$ cat src/rtl/arbiter_4_rr.sv
// arbiter_4_rr: four-requester round-robin arbiter with a registered one-hot
// grant, a decoder-compatible index/valid pair and a hold-time preemption
// timer. Every grant change passes through one idle cycle, so the downstream
// 2-to-4 decoder never switches directly from one requester to another.
module arbiter_4_rr #(
  parameter int MAX_HOLD = 8
) (
  input  logic       clock,
  input  logic       reset_b,
  input  logic       enable,
  input  logic [0:3] req,
  output logic [0:3] grant,
  output logic [1:0] grant_idx,
  output logic       grant_valid,
  output logic       preempt
);

  typedef enum logic [0:0] {
    IDLE  = 1'b0,
    GRANT = 1'b1
  } state_t;

  // Saturation value of the hold timer; the timer is idle when MAX_HOLD is 0.
  localparam bit         HOLD_EN  = (MAX_HOLD != 0);
  localparam logic [7:0] HOLD_LIM = HOLD_EN ? 8'(MAX_HOLD - 1) : 8'd0;

  // One-hot encoding in decoder numbering: index 0 drives bit [0].
  function automatic logic [0:3] onehot4(input logic [1:0] idx);
    logic [0:3] v;
    v      = 4'b0000;
    v[idx] = 1'b1;
    return v;
  endfunction

  // Round-robin search starting at ptr; returns {found, winner}. The loop
  // runs from lowest to highest priority so the last hit is the winner.
  function automatic logic [2:0] rr_pick(input logic [0:3] r, input logic [1:0] ptr);
    logic [2:0] res;
    logic [1:0] cand;
    res = 3'b000;
    for (int k = 3; k >= 0; k--) begin
      cand = ptr + 2'(k);
      if (r[cand]) begin
        res = {1'b1, cand};
      end else begin
        res = res;
      end
    end
    return res;
  endfunction

  state_t     state_r;
  state_t     state_nxt_s;
  logic [1:0] ptr_r;
  logic [7:0] hold_cnt_r;

  logic [2:0] pick_s;
  logic       owner_req_s;
  logic       others_req_s;
  logic       preempt_cond_s;
  logic       do_grant_s;
  logic       do_release_s;
  logic       do_preempt_s;

  logic [0:3] grant_nxt_s;
  logic [1:0] grant_idx_nxt_s;
  logic       grant_valid_nxt_s;
  logic       preempt_nxt_s;
  logic [1:0] ptr_nxt_s;
  logic [7:0] hold_cnt_nxt_s;

  assign pick_s         = rr_pick(req, ptr_r);
  assign owner_req_s    = req[grant_idx];
  assign others_req_s   = |(req & ~onehot4(grant_idx));
  assign preempt_cond_s = HOLD_EN && owner_req_s && (hold_cnt_r == HOLD_LIM) && others_req_s;

  // State register and all registered outputs, with synchronous active-low reset.
  always_ff @(posedge clock) begin
    if (!reset_b) begin
      state_r     <= IDLE;
      ptr_r       <= 2'd0;
      hold_cnt_r  <= 8'd0;
      grant       <= 4'b0000;
      grant_idx   <= 2'd0;
      grant_valid <= 1'b0;
      preempt     <= 1'b0;
    end else begin
      state_r     <= state_nxt_s;
      ptr_r       <= ptr_nxt_s;
      hold_cnt_r  <= hold_cnt_nxt_s;
      grant       <= grant_nxt_s;
      grant_idx   <= grant_idx_nxt_s;
      grant_valid <= grant_valid_nxt_s;
      preempt     <= preempt_nxt_s;
    end
  end

  // Next-state decision: arbitrate from IDLE, leave GRANT on release or preemption.
  always_comb begin
    state_nxt_s  = state_r;
    do_grant_s   = 1'b0;
    do_release_s = 1'b0;
    do_preempt_s = 1'b0;
    case (state_r)
      IDLE: begin
        if (enable && pick_s[2]) begin
          state_nxt_s = GRANT;
          do_grant_s  = 1'b1;
        end else begin
          state_nxt_s = IDLE;
        end
      end
      GRANT: begin
        if (!owner_req_s) begin
          state_nxt_s  = IDLE;
          do_release_s = 1'b1;
        end else if (preempt_cond_s) begin
          state_nxt_s  = IDLE;
          do_preempt_s = 1'b1;
        end else begin
          state_nxt_s = GRANT;
        end
      end
      default: begin
        state_nxt_s = IDLE;
      end
    endcase
  end

  // Next values of the registered outputs, pointer and hold timer.
  always_comb begin
    grant_nxt_s       = grant;
    grant_idx_nxt_s   = grant_idx;
    grant_valid_nxt_s = grant_valid;
    preempt_nxt_s     = 1'b0;
    ptr_nxt_s         = ptr_r;
    hold_cnt_nxt_s    = hold_cnt_r;
    if (do_grant_s) begin
      grant_nxt_s       = onehot4(pick_s[1:0]);
      grant_idx_nxt_s   = pick_s[1:0];
      grant_valid_nxt_s = 1'b1;
      ptr_nxt_s         = pick_s[1:0] + 2'd1;
      hold_cnt_nxt_s    = 8'd0;
    end else if (do_release_s || do_preempt_s) begin
      grant_nxt_s       = 4'b0000;
      grant_valid_nxt_s = 1'b0;
      preempt_nxt_s     = do_preempt_s;
      hold_cnt_nxt_s    = 8'd0;
    end else if (state_r == GRANT) begin
      if (HOLD_EN && (hold_cnt_r < HOLD_LIM)) begin
        hold_cnt_nxt_s = hold_cnt_r + 8'd1;
      end else begin
        hold_cnt_nxt_s = hold_cnt_r;
      end
    end else begin
      hold_cnt_nxt_s = hold_cnt_r;
    end
  end

endmodule
$ cat config.mk
export PLATFORM = sky130hd
export DESIGN_NAME = arbiter_4_rr
export DESIGN_NICKNAME = d
export VERILOG_FILES = /design/src/rtl/arbiter_4_rr.sv
export SDC_FILE = /design/constraint.sdc
export NUM_CORES = 1
export LEC_CHECK = 0
export BUFFER_PORTS_ARGS = -buffer_cell sky130_fd_sc_hd__buf_2
export CAP_MARGIN = 20
export CORE_UTILIZATION = 30
export DETAILED_ROUTE_END_ITERATION = 8
export GPL_TIMING_DRIVEN = 0
export PLACE_DENSITY = 0.52
export SLEW_MARGIN = 15
export SYNTH_ARGS = -nofsm -noshare
export SYNTH_HDL_FRONTEND = slang
export SYNTH_SLANG_ARGS = --single-unit
$ cat constraint.sdc
create_clock -name clock -period 1.9 [get_ports clock]
set_input_delay 0.475 -clock clock [delete_from_list [all_inputs] [get_ports clock]]
set_output_delay 0.475 -clock clock [all_outputs]
set_load 0.02 [all_outputs]
[Word-level counts from Yosys, hierarchy flattened]
Index checks and enable logic that the tools add are counted.
Storage, ports and cells
  bits in registers: 19
  bits in latches: 0
  memory bits (writable): 0
  ROM bits: 0
  output and inout port bits: 8
  logic and storage cells: 81
  memories kept: 0
Cells by class
  add/sub/neg operators: 5
  $mul: 0
  div/mod/pow operators: 0
  magnitude comparators: 9
  equal/unequal tests: 1
  shift operators: 0
  mux-type cells: 37
  bitwise operators: 11
  reductions and logical operators: 11
Operators with widths (count)
  $mux 1: 23
  $ge 3x3->1 const B: 6
  $not 2->3: 6
  $mux 3: 4
  $bmux 1 s2: 5
  $add 8x1->8 const B: 1
  $eq 8x3->1 const B: 1
  $lt 8x3->1 const B: 1
  $mux 4: 2
  $lt 3x1->1 const B: 2
  $reduce_or 3->1: 2
  $logic_and 1x1->1: 5
  $add 2x1->2 const B: 2
  $add 2x2->2 const B: 2
  $and 4x4->4: 1
  $demux 1 s2: 2
  $not 4->4: 1
  $reduce_or 4->1: 1
  $not 1->1: 3
  $pmux 1 s2: 1
  $reduce_and 2->1: 1
  $reduce_bool 2->1: 1
  $logic_or 1x1->1: 1

[Logic depth before layout (Yosys ltp)]
Gate-level depths: netlist of the first run.
  depth after elaboration: 15
  depth in mapped cells: 7
  mapped depth without buffers: 7

[Worst setup path after synthesis of the first run]
Ideal clock, no wire load.
  kind: register to register
  from: register grant_idx[1]
  to: register hold_cnt_r[0]
  setup time: 0.127 ns
  data arrival time: 1.610 ns
  required time: 1.773 ns
  path slack: 0.163 ns
  stages on the path, launching flop included: 5
  path buffers: 0
  period minus slack after synthesis: 1.737 ns
  path through: dfxtp_1 > mux4_2 > o221a_2 > o31ai_2 > nor2_1
Between the ends
  cells in the longest elaborated chain, start to end: 14
  elaborated cells between the ends (all ways): 21
Ends and longest elaborated chain
  start: declaration: RTL line 13  | output logic [1:0] grant_idx,
  start signal: assignment: RTL line 92  | grant_idx <= grant_idx_nxt_s;
  $not 2->3 (not written as such) (*): RTL line 31, 73
  $ge 3x3->1 (not written as such) or $lt 3x1->1 (tied branches): RTL line 31  | v[idx] = 1'b1;
  $logic_and 1x1->1 (not written as such): RTL line 31
  $mux 1 (not written as such): RTL line 31
  $demux 1 s2: RTL line 31
  $not 4->4: RTL line 74  | assign others_req_s = |(req & ~onehot4(grant_idx));
  $and 4x4->4: RTL line 74
  $reduce_or 4->1: RTL line 74
  $logic_and 1x1->1: RTL line 75  | assign preempt_cond_s = HOLD_EN && owner_req_s && (hold_cnt_r == HOLD_LIM) && others_req_s;
  $mux 1: RTL line 117  | end else if (preempt_cond_s) begin
  $mux 1: RTL line 114  | if (!owner_req_s) begin
  $mux 1: RTL line 104  | case (state_r)
  $logic_or 1x1->1 (*): RTL line 144  | end else if (do_release_s || do_preempt_s) begin
  $reduce_or 3->1 (no line) (*)
  end signal: assignment: RTL line 90  | hold_cnt_r <= hold_cnt_nxt_s;
  end: declaration: RTL line 55  | logic [7:0] hold_cnt_r;
Every way passes the cells marked *; elsewhere a longest branch is shown, timed or not. The select of a mux whose other input is x is not followed.
A chain may end at the register's enable or synchronous reset.

[Worst setup path in the final report of the first run]
  from: register state_r
  to: register grant[0] (netlist bit)
Between the ends
  cells in the longest elaborated chain, start to end: 3
  elaborated cells between the ends (all ways): 6
Ends and longest elaborated chain
  start: declaration: RTL line 52  | state_t state_r;
  start signal: assignment: RTL line 88  | state_r <= state_nxt_s;
  $mux 1: RTL line 104
  $logic_or 1x1->1: RTL line 144
  $reduce_bool 2->1 (no line)
  end signal: assignment: RTL line 91  | grant <= grant_nxt_s;
  end: declaration: RTL line 12  | output logic [0:3] grant,
Several ways; a longest one is shown, not always the timed one.

==> results of run 1 <==
-- per-layer routing --
layer,share of wire,GRT usage
met1,0.50,0.179
met2,0.47,0.200
met3,0.018,0.0219
met4,0.0047,0.0349
met5,0,0
-- metrics by stage --
step | cells | util
after global placement | 175 | 0.360
after floorplan | 115 | -
after CTS | 179 | 0.368
after global routing | 179 | 0.371
final | 179 | 0.371
after detailed placement | 175 | 0.360
-- sequential cells by signal (all words and copies together) (netlist names) --
register,cells
state_r,1
grant_valid,1
preempt,1
grant,4
grant_idx,2
ptr_r,2
hold_cnt_r,8
-- layout by cell type, fill, tap and decap left out, drive strengths merged, types with 2 or more instances in the layout --
cell	instances
nor4	2
nor2b	6
ha	5
a21oi	4
o211a	4
nand2	8
o21a	3
o21ai	3
o31ai	6
a21boi	5
inv	5
dfxtp	19
nand2b	3
nor3	3
nor2	9
buf	16
clkbuf	5
mux2i	6
a31oi	2
and3	4
o22ai	2
-- path summary, 6_finish.rpt --
check	start	end	slack, ps	cells after the start
setup / recovery	state_r$_SDFF_PN0_	grant[0]$_SDFFE_PN0P_	140	6
hold / removal	reset_b	preempt$_SDFF_PP0_	440	3
setup reg to reg	state_r$_SDFF_PN0_	grant[0]$_SDFFE_PN0P_	140	6
hold reg to reg	hold_cnt_r[4]$_SDFFE_PP0P_	hold_cnt_r[4]$_SDFFE_PP0P_	510	1
-- where the power goes --
group / leakage (nW) / internal, mW / switching (mW) / total, mW
combinational: 0.387 / 0.0772 / 0.112 / 0.189
sequential: 0.155 / 0.418 / 0.0177 / 0.436
clock: 0.0150 / 0.0816 / 0.127 / 0.209
total: 0.556 / 0.577 / 0.257 / 0.833
-- critical path, cell delays in order (launching register included) --
cell and delay (ps):
dfxtp_1 310, buf_2 170, nand2b_1 270, nor2_1 290, buf_2 320, mux2i_1 220
a21boi_1 80
-- cell families (layout without fill, tap and decap cells) --
logic type / Yosys count / after routing / share of synthesized area
adder cells (fa/ha/maj): 5 / 5 / 0.0568
multiplexers: 8 / 8 / 0.0851
AND/OR/NAND/NOR: 41 / 41 / 0.217
XOR/XNOR: 1 / 1 / 0.00795
AO/OA/AOI/OAI: 33 / 33 / 0.259
flip-flops: 19 / 19 / 0.345
buffers and inverters: 8 / 26 / 0.0295
-- repair_timing --
item | in CTS | in global routing
gates resized for setup | 0 | 2
endpoints found under the hold margin | 0 | 0
hold buffers | 0 | 0
setup endpoints to repair | 0 | 2
setup buffers | 0 | 0
-- layout make-up --
| type | instances | area share |
|---|---|---|
| plain buffers | 3 | 0.0109 |
| clock buffers | 4 | 0.0207 |
| inverters | 5 | 0.0148 |
| multi-input cells | 88 | 0.553 |
| flip-flops and latches | 19 | 0.300 |
| well taps | 46 | 0.0454 |
| repair buffers | 14 | 0.0553 |
==> results.md, run 1 <==
* Final hold vios at 0
* Global-route wire length before repair at 4.08 mm
* Fill cells at 364
* CP arrival at 1950 ps
* Setup Skew at 4.26 ps
* Cells after synthesis at 115
* Top cell type's share of synthesized area at 0.345
* CTS Root Cell: clkbuf_4
* 1st-iter DRT viols at 16
* CTS buffer count at 3
* Final Critical Period at 1760 ps
* Hpwl dp at 1.75 mm
* CP Max Fanout at 10
* Die H at 62.6 µm
* Startpoint types: flop
* Async set-reset flop share out of synthesis at 0
* Fin. max-slew vios at 0
* Final instance area at 0.00127 mm²
* Gpl congestion at 0.791
* CTS tree: done
* Initial cell density of the core at 0.323
* Tcrit/Tclk final at 0.927
* Overall power at 833 µW
* CTS sink cnt at 19
* GRT Overall Usage at 0.128
* RSZ-0062 raised after global routing: no
* Via/cell ratio at 4.89
* Dominant cells by area after synthesis: dfxtp_1 (35%), ha_1 (5.7%), mux2i_1 (5.4%)
* Total leakage power at 0.556 nW
* H-tree levels at 1
* CP endpoint kind: flop
* Largest net degree at the start of global routing at 11
* Sequential-to-total area share from yosys stat at 0.345
* Share of cells above drive strength 1 at 0.218
* Final worst slack at 138 ps
* Net count reported at finish at 146
* Routed Antenna Nets at 0
* Crit path kind: reg2reg
* Slew headroom at 0.679
* Core Footprint at 0.00342 mm²
* Vias at 876
* Synth cell count leaders: dfxtp_1 (19), nor2_1 (9), nand2_1 (8)
* Number of global-route vias before repair at 872
* Maxcap violations at 0
* Skew-Pair Late Insertion Delay at 290 ps
* Drt first pass iters at 4
* Finish-stage setup viols at 0
* Status: completed
* Most used DFF post-synth: dfxtp_1
* Multi-input combinational cell area at 701 µm²
* Final routed DRC violation total at 0
* Row count at 21
* Post-DR wirelength/cell at 13.1 µm
* Post-synth EDFFs at 0
* Fmax at 568 MHz
* Tightest Hold Check Type: in2reg
* Dpl cell area at 0.00123 mm²
* I/O pin cnt at 15
* Max clock buf depth at 2
* Die footprint at 0.00392 mm²
* Setup WS pre-CTS at -89.1 ps
* Setup TNS at 0 ps
* Register Area at 380 µm²
* Port Buffers at 14
* Mapped Area at 0.00110 mm²
* Maximum ir drop on the vdd rail at 0.211 mV
* YS warnings at 0
* Yosys top cell by area: dfxtp_1
* Worst Path Required at 2090 ps
* Die width at 62.6 µm
* Total gr overflow at 0
* Syn-to-layout area delta at 15.0%
* Syn_nets at 127
* Worst Tran Pin Value at 480 ps
* Cell variety after synth at 37
* Post-synthesis register bit count at 19
* Power per cell area at 658 mW/mm²
* Worst hold-check slack at 443 ps
* Routed WL at 2.34 mm
* Antenna fix cells at 0
* Count leader, synth: dfxtp_1
* Avg Cell Area, Syn at 9.59 µm²
* Clk pin slew, worst setup/hold paths at 110 ps
* Initial antenna violation count at 0
Power figures use the tool's default switching activity.
==> run 2: changes to the inputs <==
Settings changed: CORE_MARGIN set to 5.
==> results.md, run 2 (synthesized netlist as in run 1, its figures left out) <==
* Syn-to-layout area delta at 17.0%
* CTS buffer count at 3
* Worst Tran Pin Value at 482 ps
* CTS Root Cell: clkbuf_8
* CTS sink cnt at 19
* Maxcap violations at 0
* Row count at 22
* Worst Path Required at 2040 ps
* Final routed DRC violation total at 0
* Routed WL at 2.44 mm
* Largest register by flop count: hold_cnt_r
* H-tree levels at 1
* Max clock buf depth at 2
* CP Max Fanout at 10
* CTS tree: done
* Post-CTS Setup Bufs at 0
* Slew headroom at 0.678
* Setup Skew at 3.73 ps
* Die width at 70.6 µm
* Via/cell ratio at 5.08
* Number of global-route vias before repair at 893
* Net count reported at finish at 146
* Vias at 920
* Final Critical Period at 1760 ps
* Status: completed
* Fin. max-slew vios at 0
* I/O pin cnt at 15
* GRT Overall Usage at 0.100
* CP arrival at 1900 ps
* 1st-iter DRT viols at 34
* Share of cells above drive strength 1 at 0.226
* CP endpoint kind: flop
* RSZ-0062 raised after global routing: no
* Initial cell density of the core at 0.306
* Setup TNS at 0 ps
* Core Footprint at 0.00361 mm²
* Most frequent cells in the layout: dfxtp_1 (19), buf_2 (16), nor2_1 (9)
* Commonest non-fill, non-tap cell in the layout: dfxtp_1
* WHS Path Cells at 3
* Gpl congestion at 0.767
* Clk pin slew, worst setup/hold paths at 70 ps
* Tcrit/Tclk final at 0.929
* Tightest Hold Check Type: in2reg
* Post-DR wirelength/cell at 13.5 µm
* Skew-Pair Late Insertion Delay at 250 ps
* Fmax at 567 MHz
* Drt first pass iters at 4
* Biggest regs: hold_cnt_r (8), grant (4)
* Maximum ir drop on the vdd rail at 0.385 mV
* Port Buffers at 14
* Worst hold-check slack at 490 ps
* Final hold vios at 0
* Initial antenna violation count at 0
* Reg2Reg Depth at 6
* Max reg flops at 8
* Power per cell area at 704 mW/mm²
* Global-route wire length before repair at 4.15 mm
* Finish-stage setup viols at 0
* Die footprint at 0.00499 mm²
* Largest net degree at the start of global routing at 12
* Total gr overflow at 0
* Crit path kind: reg2reg
* Antenna fix cells at 0
* Routed Antenna Nets at 0
* Die H at 70.6 µm
* Startpoint types: flop
* Total leakage power at 0.567 nW
* Hpwl dp at 1.82 mm
* Overall power at 908 µW
## run 2: cell types whose count changed in the layout (fill, tap and decap cells not counted)
cell      previous run  this run
clkinv_2             0         1
clkbuf_1             2         1
clkbuf_8             0         3
clkbuf_4             3         0
## run 2: cell type report
class / count / area [µm²]
clock buffer: 3 / 41.3
clock inverter: 1 / 5.00
fill: 378 / 2320
buffer: 3 / 13.8
inverter: 5 / 18.8
tap: 48 / 60.1
timing repair buffer: 14 / 70.1
multi-input combinational: 88 / 701
sequential: 19 / 380
## run 2: worst max-delay path: stages (launching register included)
cell and delay (ps):
dfxtp_1 300, buf_2 170, nand2b_1 280, nor2_1 300, buf_2 310, mux2i_1 210, a21boi_1 80
## run 2: what timing repair did
action / CTS / global route
resized for setup: 0 / 2
setup endpoints to repair: 0 / 2
hold buffers: 0 / 0
## run 2: routing by layer
metal / GRT usage / vias up / part of all wire
met4: 0.00626 / 0 / 0.0029
li1: - / 463 / -
met1: 0.139 / 443 / 0.50
met2: 0.161 / 12 / 0.46
met5: 0 / - / 0
met3: 0.0313 / 2 / 0.032
## run 2: through the flow
step | util | setup slack [ps] | cell area, µm² | std cells
2_1_floorplan | - | 163 | 1100 | 115
3_3_place_gp | 0.342 | -26.6 | 1230 | 177
3_5_place_dp | 0.342 | -100 | 1230 | 177
4_1_cts | 0.355 | 122 | 1280 | 181
5_1_grt | 0.358 | 33.4 | 1290 | 181
6_report | 0.358 | 136 | 1290 | 181
## run 2: final timing paths
path / start / endpoint / slack (ps)
setup / recovery: state_r$_SDFF_PN0_ / grant[3]$_SDFFE_PN0P_ / 140
hold / removal: reset_b / preempt$_SDFF_PP0_ / 490
setup reg to reg: state_r$_SDFF_PN0_ / grant[3]$_SDFFE_PN0P_ / 140
hold reg to reg: hold_cnt_r[5]$_SDFFE_PP0P_ / hold_cnt_r[5]$_SDFFE_PP0P_ / 500
## run 2: power breakdown
group,internal (mW),switching [mW],total [mW]
registers,0.418,0.0183,0.436
logic,0.0773,0.114,0.191
clock network,0.146,0.135,0.281
total,0.641,0.267,0.908
